`src/rtl/multiplier_pkg.sv`:
```
// Width constants and shared types for the pipelined 32x32 -> 64 unsigned multiplier.
package multiplier_pkg;

  localparam int unsigned OP_W   = 32;  // operand width
  localparam int unsigned HALF_W = 16;  // operand half width
  localparam int unsigned PROD_W = 64;  // full product width
  localparam int unsigned PP_W   = 32;  // partial product width

  typedef logic [OP_W-1:0]   operand_t;
  typedef logic [HALF_W-1:0] half_t;
  typedef logic [PP_W-1:0]   pp_t;
  typedef logic [PROD_W-1:0] product_t;

endpackage

```
`src/rtl/pipelined_multiplier_if.sv`:
```
// Operand/result bundle for pipelined_multiplier.
//   a, b : operands, driven by the master, sampled by the multiplier
//   r    : registered product, driven by the multiplier
interface pipelined_multiplier_if;
  import multiplier_pkg::*;

  operand_t a;
  operand_t b;
  product_t r;

  modport master (output a, output b, input r);
  modport slave  (input a, input b, output r);

endinterface

```
`src/rtl/mul16x16.sv`:
```
// Combinational unsigned 16x16 -> 32 multiplier.
//   x, y : 16-bit unsigned operands
//   p    : 32-bit exact product
module mul16x16
  import multiplier_pkg::*;
(
  input  half_t x,
  input  half_t y,
  output pp_t   p
);

  // Both operands are widened first so the product is evaluated at full width.
  assign p = pp_t'(x) * pp_t'(y);

endmodule

```
`src/rtl/pipelined_multiplier.sv`:
```
// Two-stage pipelined 32x32 -> 64 unsigned multiplier, one product per cycle.
// Stage 1 registers the four 16x16 partial products; stage 2 sums them into r.
// A product appears on r one edge after the edge that sampled its operands.
//   clk : rising-edge clock
//   rst : synchronous active-high reset, clears stage 1 and r
//   bus : a, b operands in; r product out (slave side)
module pipelined_multiplier
  import multiplier_pkg::*;
(
  input  logic                         clk,
  input  logic                         rst,
  pipelined_multiplier_if.slave        bus
);

  half_t a_h, a_l, b_h, b_l;
  pp_t   pll_d, plh_d, phl_d, phh_d;
  pp_t   pll_q, plh_q, phl_q, phh_q;

  logic [PP_W:0] mid_sum;  // pLH + pHL needs one extra bit for the carry
  product_t      r_d, r_q;

  assign a_h = bus.a[OP_W-1:HALF_W];
  assign a_l = bus.a[HALF_W-1:0];
  assign b_h = bus.b[OP_W-1:HALF_W];
  assign b_l = bus.b[HALF_W-1:0];

  mul16x16 u_mul_ll (.x(a_l), .y(b_l), .p(pll_d));
  mul16x16 u_mul_lh (.x(a_l), .y(b_h), .p(plh_d));
  mul16x16 u_mul_hl (.x(a_h), .y(b_l), .p(phl_d));
  mul16x16 u_mul_hh (.x(a_h), .y(b_h), .p(phh_d));

  always_ff @(posedge clk) begin
    if (rst) begin
      pll_q <= '0;
      plh_q <= '0;
      phl_q <= '0;
      phh_q <= '0;
      r_q   <= '0;
    end else begin
      pll_q <= pll_d;
      plh_q <= plh_d;
      phl_q <= phl_d;
      phh_q <= phh_d;
      r_q   <= r_d;
    end
  end

  always_comb begin
    mid_sum = {1'b0, plh_q} + {1'b0, phl_q};
    // pHH<<32 and pLL occupy disjoint bits, so they concatenate instead of adding.
    r_d     = {phh_q, pll_q} + {{(PROD_W-PP_W-1-HALF_W){1'b0}}, mid_sum, {HALF_W{1'b0}}};
  end

  assign bus.r = r_q;

endmodule

```
`src/flat_wrapper.sv`:
```
// flat-port wrapper written by rule: the top's interface ports become plain ports
module pipelined_multiplier_flat import multiplier_pkg::*;
  (clk, rst, bus_a, bus_b, bus_r);
  pipelined_multiplier_if bus_i ();
  input  logic clk;
  input  logic rst;
  input wire logic [$bits(bus_i.a)-1:0] bus_a;
  input wire logic [$bits(bus_i.b)-1:0] bus_b;
  output wire logic [$bits(bus_i.r)-1:0] bus_r;
  assign bus_i.a = bus_a;
  assign bus_i.b = bus_b;
  assign bus_r = bus_i.r;
  pipelined_multiplier u_core (.clk(clk), .rst(rst), .bus(bus_i));
endmodule
```
`config.mk`:
```
export PLATFORM = sky130hd
export DESIGN_NAME = pipelined_multiplier_flat
export DESIGN_NICKNAME = d
export VERILOG_FILES = /design/src/rtl/multiplier_pkg.sv /design/src/rtl/pipelined_multiplier_if.sv /design/src/rtl/mul16x16.sv /design/src/rtl/pipelined_multiplier.sv /design/src/flat_wrapper.sv
export SDC_FILE = /design/constraint.sdc
export NUM_CORES = 2
export LEC_CHECK = 0
export CAP_MARGIN = 10
export CORE_MARGIN = 2
export CORE_UTILIZATION = 28
export CTS_CLUSTER_SIZE = 10
export DETAILED_ROUTE_END_ITERATION = 10
export GPL_TIMING_DRIVEN = 0
export SETUP_SLACK_MARGIN = 0.4
export SYNTH_ARGS = -nofsm -noshare
export SYNTH_HDL_FRONTEND = slang
export SYNTH_SLANG_ARGS = --single-unit
```
`constraint.sdc`:
```
create_clock -name clk -period 10.1 [get_ports clk]
set_input_delay 2.02 -clock clk [delete_from_list [all_inputs] [get_ports clk]]
set_output_delay 2.02 -clock clk [all_outputs]
set_load 0.005 [all_outputs]
```
Word-level counts from Yosys, hierarchy flattened
Index checks and enable logic that the tools add are counted.

storage, ports and cells
  bits in registers = 192
  bits of input ports = 66
  output and inout bits = 64
  word-level logic and storage cells = 11

cells by class
  $add $sub $neg = 2
  $mul = 4

operators with widths
  operator                      count
  multiplier 16 x 16 -> 32 bit  4
  adder 64 x 49 -> 64 bit       1
  adder 32 x 32 -> 33 bit       1

Depth between registers and ports, before layout
  depth in word-level cells = 2
  depth in mapped cells = 24

Modules after synthesis
A second synthesis with hierarchy kept.

second synthesis, totals
  cells, all modules = 4911
  area, all modules = 43117.6 µm²

by module, submodules not included
  module                      instances  cells an instance  area each (µm²)
  pipelined_multiplier        1          961                8931.1
  mul16x16 (u_core.u_mul_ll)  1          988                8597.0
  mul16x16 (u_core.u_mul_hh)  1          994                8575.7
  mul16x16 (u_core.u_mul_hl)  1          985                8541.9
  mul16x16 (u_core.u_mul_lh)  1          983                8471.9

Least setup slack after synthesis
No wires, ideal clock.

  kind = input port to flip-flop
  from = in bus_b[23]
  to = reg u_core.plh_q[30]
  library setup time = 0.128 ns
  data arrival time = 7.591 ns
  slack = 2.381 ns
  stages = 23
  buffers on the path = 1
  cells stage by stage = clkbuf_1 nand2_1 fa_1 inv_1 fa_1 inv_1 fa_1 inv_1 fa_1 fa_1 inv_1 fa_1 inv_1 ha_1 a21o_1 a21oi_1 or4b_1 o211ai_1 or4b_1 nand4_1 a21oi_1 xnor2_1 nor2_1

on the way
  longest elaborated chain between the ends = 1

ends and longest elaborated chain
  element                       line                        RTL
  start: declaration            flat_wrapper.sv:8           input wire logic [$bits(bus_i.b)-1:0] bus_b;
  multiplier 16 x 16 -> 32 bit  mul16x16.sv:13              assign p = pp_t'(x) * pp_t'(y);
  end signal: assignment        pipelined_multiplier.sv:41  plh_q <= plh_d;
  end: declaration              pipelined_multiplier.sv:17  pp_t pll_q, plh_q, phl_q, phh_q;

Every way passes these cells.
A chain may end at the register's enable or synchronous reset.

Worst setup path after layout
  from = in bus_b[18]
  to = reg u_core.plh_q[30]

The elaborated chain is that of the path after synthesis.

==> flow_summary.toml <==
[global_routing]
grt_overflow_total = 0
grt_max_degree = 21
antenna_found_initial = 22
grt_pass1_vias = 35000
grt_pass1_wl_um = 221000
grt_usage = 0.194

[sta]
max_freq_ghz = 0.105
hold_viol_final = 0
rsz0062_at_grt = "true"
fin_crit_ns = 9.54
final_max_slew_viol_count = 0
worstMarginPinSlew_ns = 1.26
clock_skew_ns = 0.0231
relSlewSlack = 0.161
layout_worst_path_cycle_share = 0.944
setup_violations = 0

[clocking]
cts_tree = "done"
htree_levels = 4
cts_buffer_depth = 2
clk_pin_slew_worst_paths_ns = 0.08
clk_latency_ns = 0.52
cts_made_buffers = 17
cts_root_buf = "clkbuf_16"
cts_sinks = 192
postCtsHoldBufs = 0

[die]
num_rows = 142
initial_core_util = 0.282
die_w_um = 393
ioPinCount = 130
die_h_um = 393
coreArea_um2 = 150000
dieArea_um2 = 154000

[hold_path]
hold_depth = 1
hold_start = "u_core.pll_q[8]$_SDFF_PP0_"
holdPathEnd = "u_core.bus.r[8]$_SDFF_PP0_"
worst_hold_path_type = "flop to flop"

[synth]
syn_nets = 6195
ys_types = 69
synth_ff_type = "dfxtp_1"
synth.yosys.seq_area_share = 0.0908
synth_top_area_frac = 0.368
synth_top_cells_by_count = "inv_1 (938), fa_1 (778), nand2_1 (626)"
synth_seq_cells = 192
syn_area_per_cell_um2 = 8.69
syn_area_um2 = 42300
yosysMostFrequentCell = "inv_1"
netlist_instances = 4870
synth_edf_count = 0
synth.top_cells.by_area = "fa_1 (37%), ha_1 (14%), dfxtp_1 (9.1%)"
async_reset_ff_frac = 0
synth_largest_area_cell = "fa_1"
yosysWarnings = 0

[routing]
vias = 33900
drt_pass1_iterations = 5
drt_iter0_drc = 2782
viasPerCell = 4.80
ant_nets = 0
wire_per_inst_um = 20.9
drcViolationCount = 0
wl_um = 148000

[flow_run]
drv_cap = 0

[setup_path]
r2r_end = "u_core.bus.r[58]$_SDFF_PP0_"
reg2reg_from = "u_core.phl_q[1]$_SDFF_PP0_"
crit_fanout = 10
reg2reg_slack_ns = 4.66
path_class = "primary input to flop"
arrival_ns = 9.91
cp-start-kind = "primary input"
cp.required_ns = 10.47
crit_path_end_kind = "flop"
r2r_cells = 17

[place]
placed_area_um2 = 46200
gp_congestion = 1.00
port_buffers = 129
dp_hpwl_um = 124000

[finish]
drive_gt1_frac = 0.0131
n_fill_cell = 15900
syn2layout_area_growth_pct = 10.6
nets = 6347
fin_area_um2 = 46800

[status]
outcome = "finished clean"
[worst max-delay path by stage]
stage | startpoint | to | slack, ns | depth (start not counted)
2_1_floorplan | bus_b[23] | u_core.plh_q[30]$_SDFF_PP0_ | 2.38 | 23
3_3_place_gp | bus_a[21] | u_core.phh_q[29]$_SDFF_PP0_ | -0.12 | 24
3_5_place_dp | bus_a[21] | u_core.phh_q[29]$_SDFF_PP0_ | -0.03 | 24
4_1_cts | bus_a[21] | u_core.phh_q[29]$_SDFF_PP0_ | 0.48 | 24
5_1_grt | bus_b[24] | u_core.phh_q[29]$_SDFF_PP0_ | 0.35 | 24
6_report | bus_b[18] | u_core.plh_q[30]$_SDFF_PP0_ | 0.56 | 22
[critical path, stage by stage]
cell and delay [ns]:
clkdlybuf4s50_1 0.72, clkbuf_1 0.86, nand2_1 0.18, fa_1 0.55
fa_1 0.55, inv_1 0.05, fa_1 0.49, fa_1 0.54
fa_1 0.50, inv_1 0.05, fa_1 0.48, inv_1 0.07
ha_1 0.37, a21o_1 0.21, a21oi_1 0.17, or4b_1 0.47
o211ai_1 0.26, or4b_1 0.53, nand4_1 0.12, a21oi_1 0.08
xnor2_1 0.55, nor2_1 0.07
[area by class of cell]
type / count / area, um^2 / share of cell area
Antenna cell: 12 / 30.0 / 0.000641
Clock buffer: 19 / 443 / 0.00946
Clock inverter: 13 / 158 / 0.00337
Inverter: 938 / 3520 / 0.0752
Tap cell: 2016 / 2520 / 0.0539
Sequential cell: 192 / 3840 / 0.0821
Multi-Input combinational cell: 3503 / 34000 / 0.727
Buffer: 237 / 905 / 0.0193
Timing Repair Buffer: 133 / 1340 / 0.0287
[cell usage in the layout, fill, tap and decap left out, types with 8 or more instances in the layout]
master / count
inv_1: 938
fa_1: 778
nand2_1: 626
and2_1: 487
ha_1: 481
clkbuf_1: 227
nor2_1: 213
dfxtp_1: 192
a21oi_1: 156
clkdlybuf4s50_1: 129
o21ai_0: 92
xnor2_1: 90
a21o_1: 85
xor2_1: 71
nor2b_1: 60
nand3_1: 32
nand4_1: 31
nor3_1: 31
and3_1: 30
a211oi_1: 27
o21a_1: 22
o21bai_1: 22
a31oi_1: 19
clkbuf_16: 17
or3_1: 15
diode_2: 12
nand2b_1: 12
o211ai_1: 12
o31ai_1: 11
or2_2: 8
[layer usage]
layer | wire length (um) | track usage | vias to the layer above
met5 | 35 | 0 | -
met4 | 5520 | 0.0709 | 6
met3 | 12800 | 0.0376 | 236
met2 | 66100 | 0.308 | 1456
met1 | 63300 | 0.262 | 17000
li1 | - | - | 15200
[metrics by stage]
stage                     utilization  setup slack (ns)  std cells  hold slack (ns)  setup TNS, ns
after floorplan                     -              2.38       4870            0.414              0
after global placement          0.308            -0.117       7015            0.433         -0.117
after detailed placement        0.308           -0.0283       7018            0.426        -0.0283
after CTS                       0.312             0.481       7050            0.440              0
after global routing            0.312             0.352       7053            0.457              0
final                           0.312             0.561       7063            0.441              0
[registers in the layout, indices dropped and copies added (netlist names)]
name,cells
u_core.bus.r,64
u_core.phh_q,32
u_core.phl_q,32
u_core.plh_q,32
u_core.pll_q,32
[logic make-up (layout without fill, tap and decap cells)]
kind of cell | Yosys count | after routing | share of synthesized area
buffers and inverters | 1175 | 1340 | 0.104
AO/OA/AOI/OAI | 509 | 509 | 0.0780
flip-flops | 192 | 192 | 0.0908
XOR/XNOR | 161 | 161 | 0.0333
AND/OR/NAND/NOR | 1568 | 1568 | 0.181
other | 0 | 12 | 0
multiplexers | 6 | 6 | 0.00154
adder cells (fa/ha/maj) | 1259 | 1259 | 0.510
[timing repair]
item	CTS	global route
gates resized for setup	0	10
setup endpoints to repair	0	4
hold endpoints to repair	0	0
buffers inserted	0	0
Power is not shown: default switching activity piles up to over one toggle a cycle in this logic, so the estimate is an artifact.
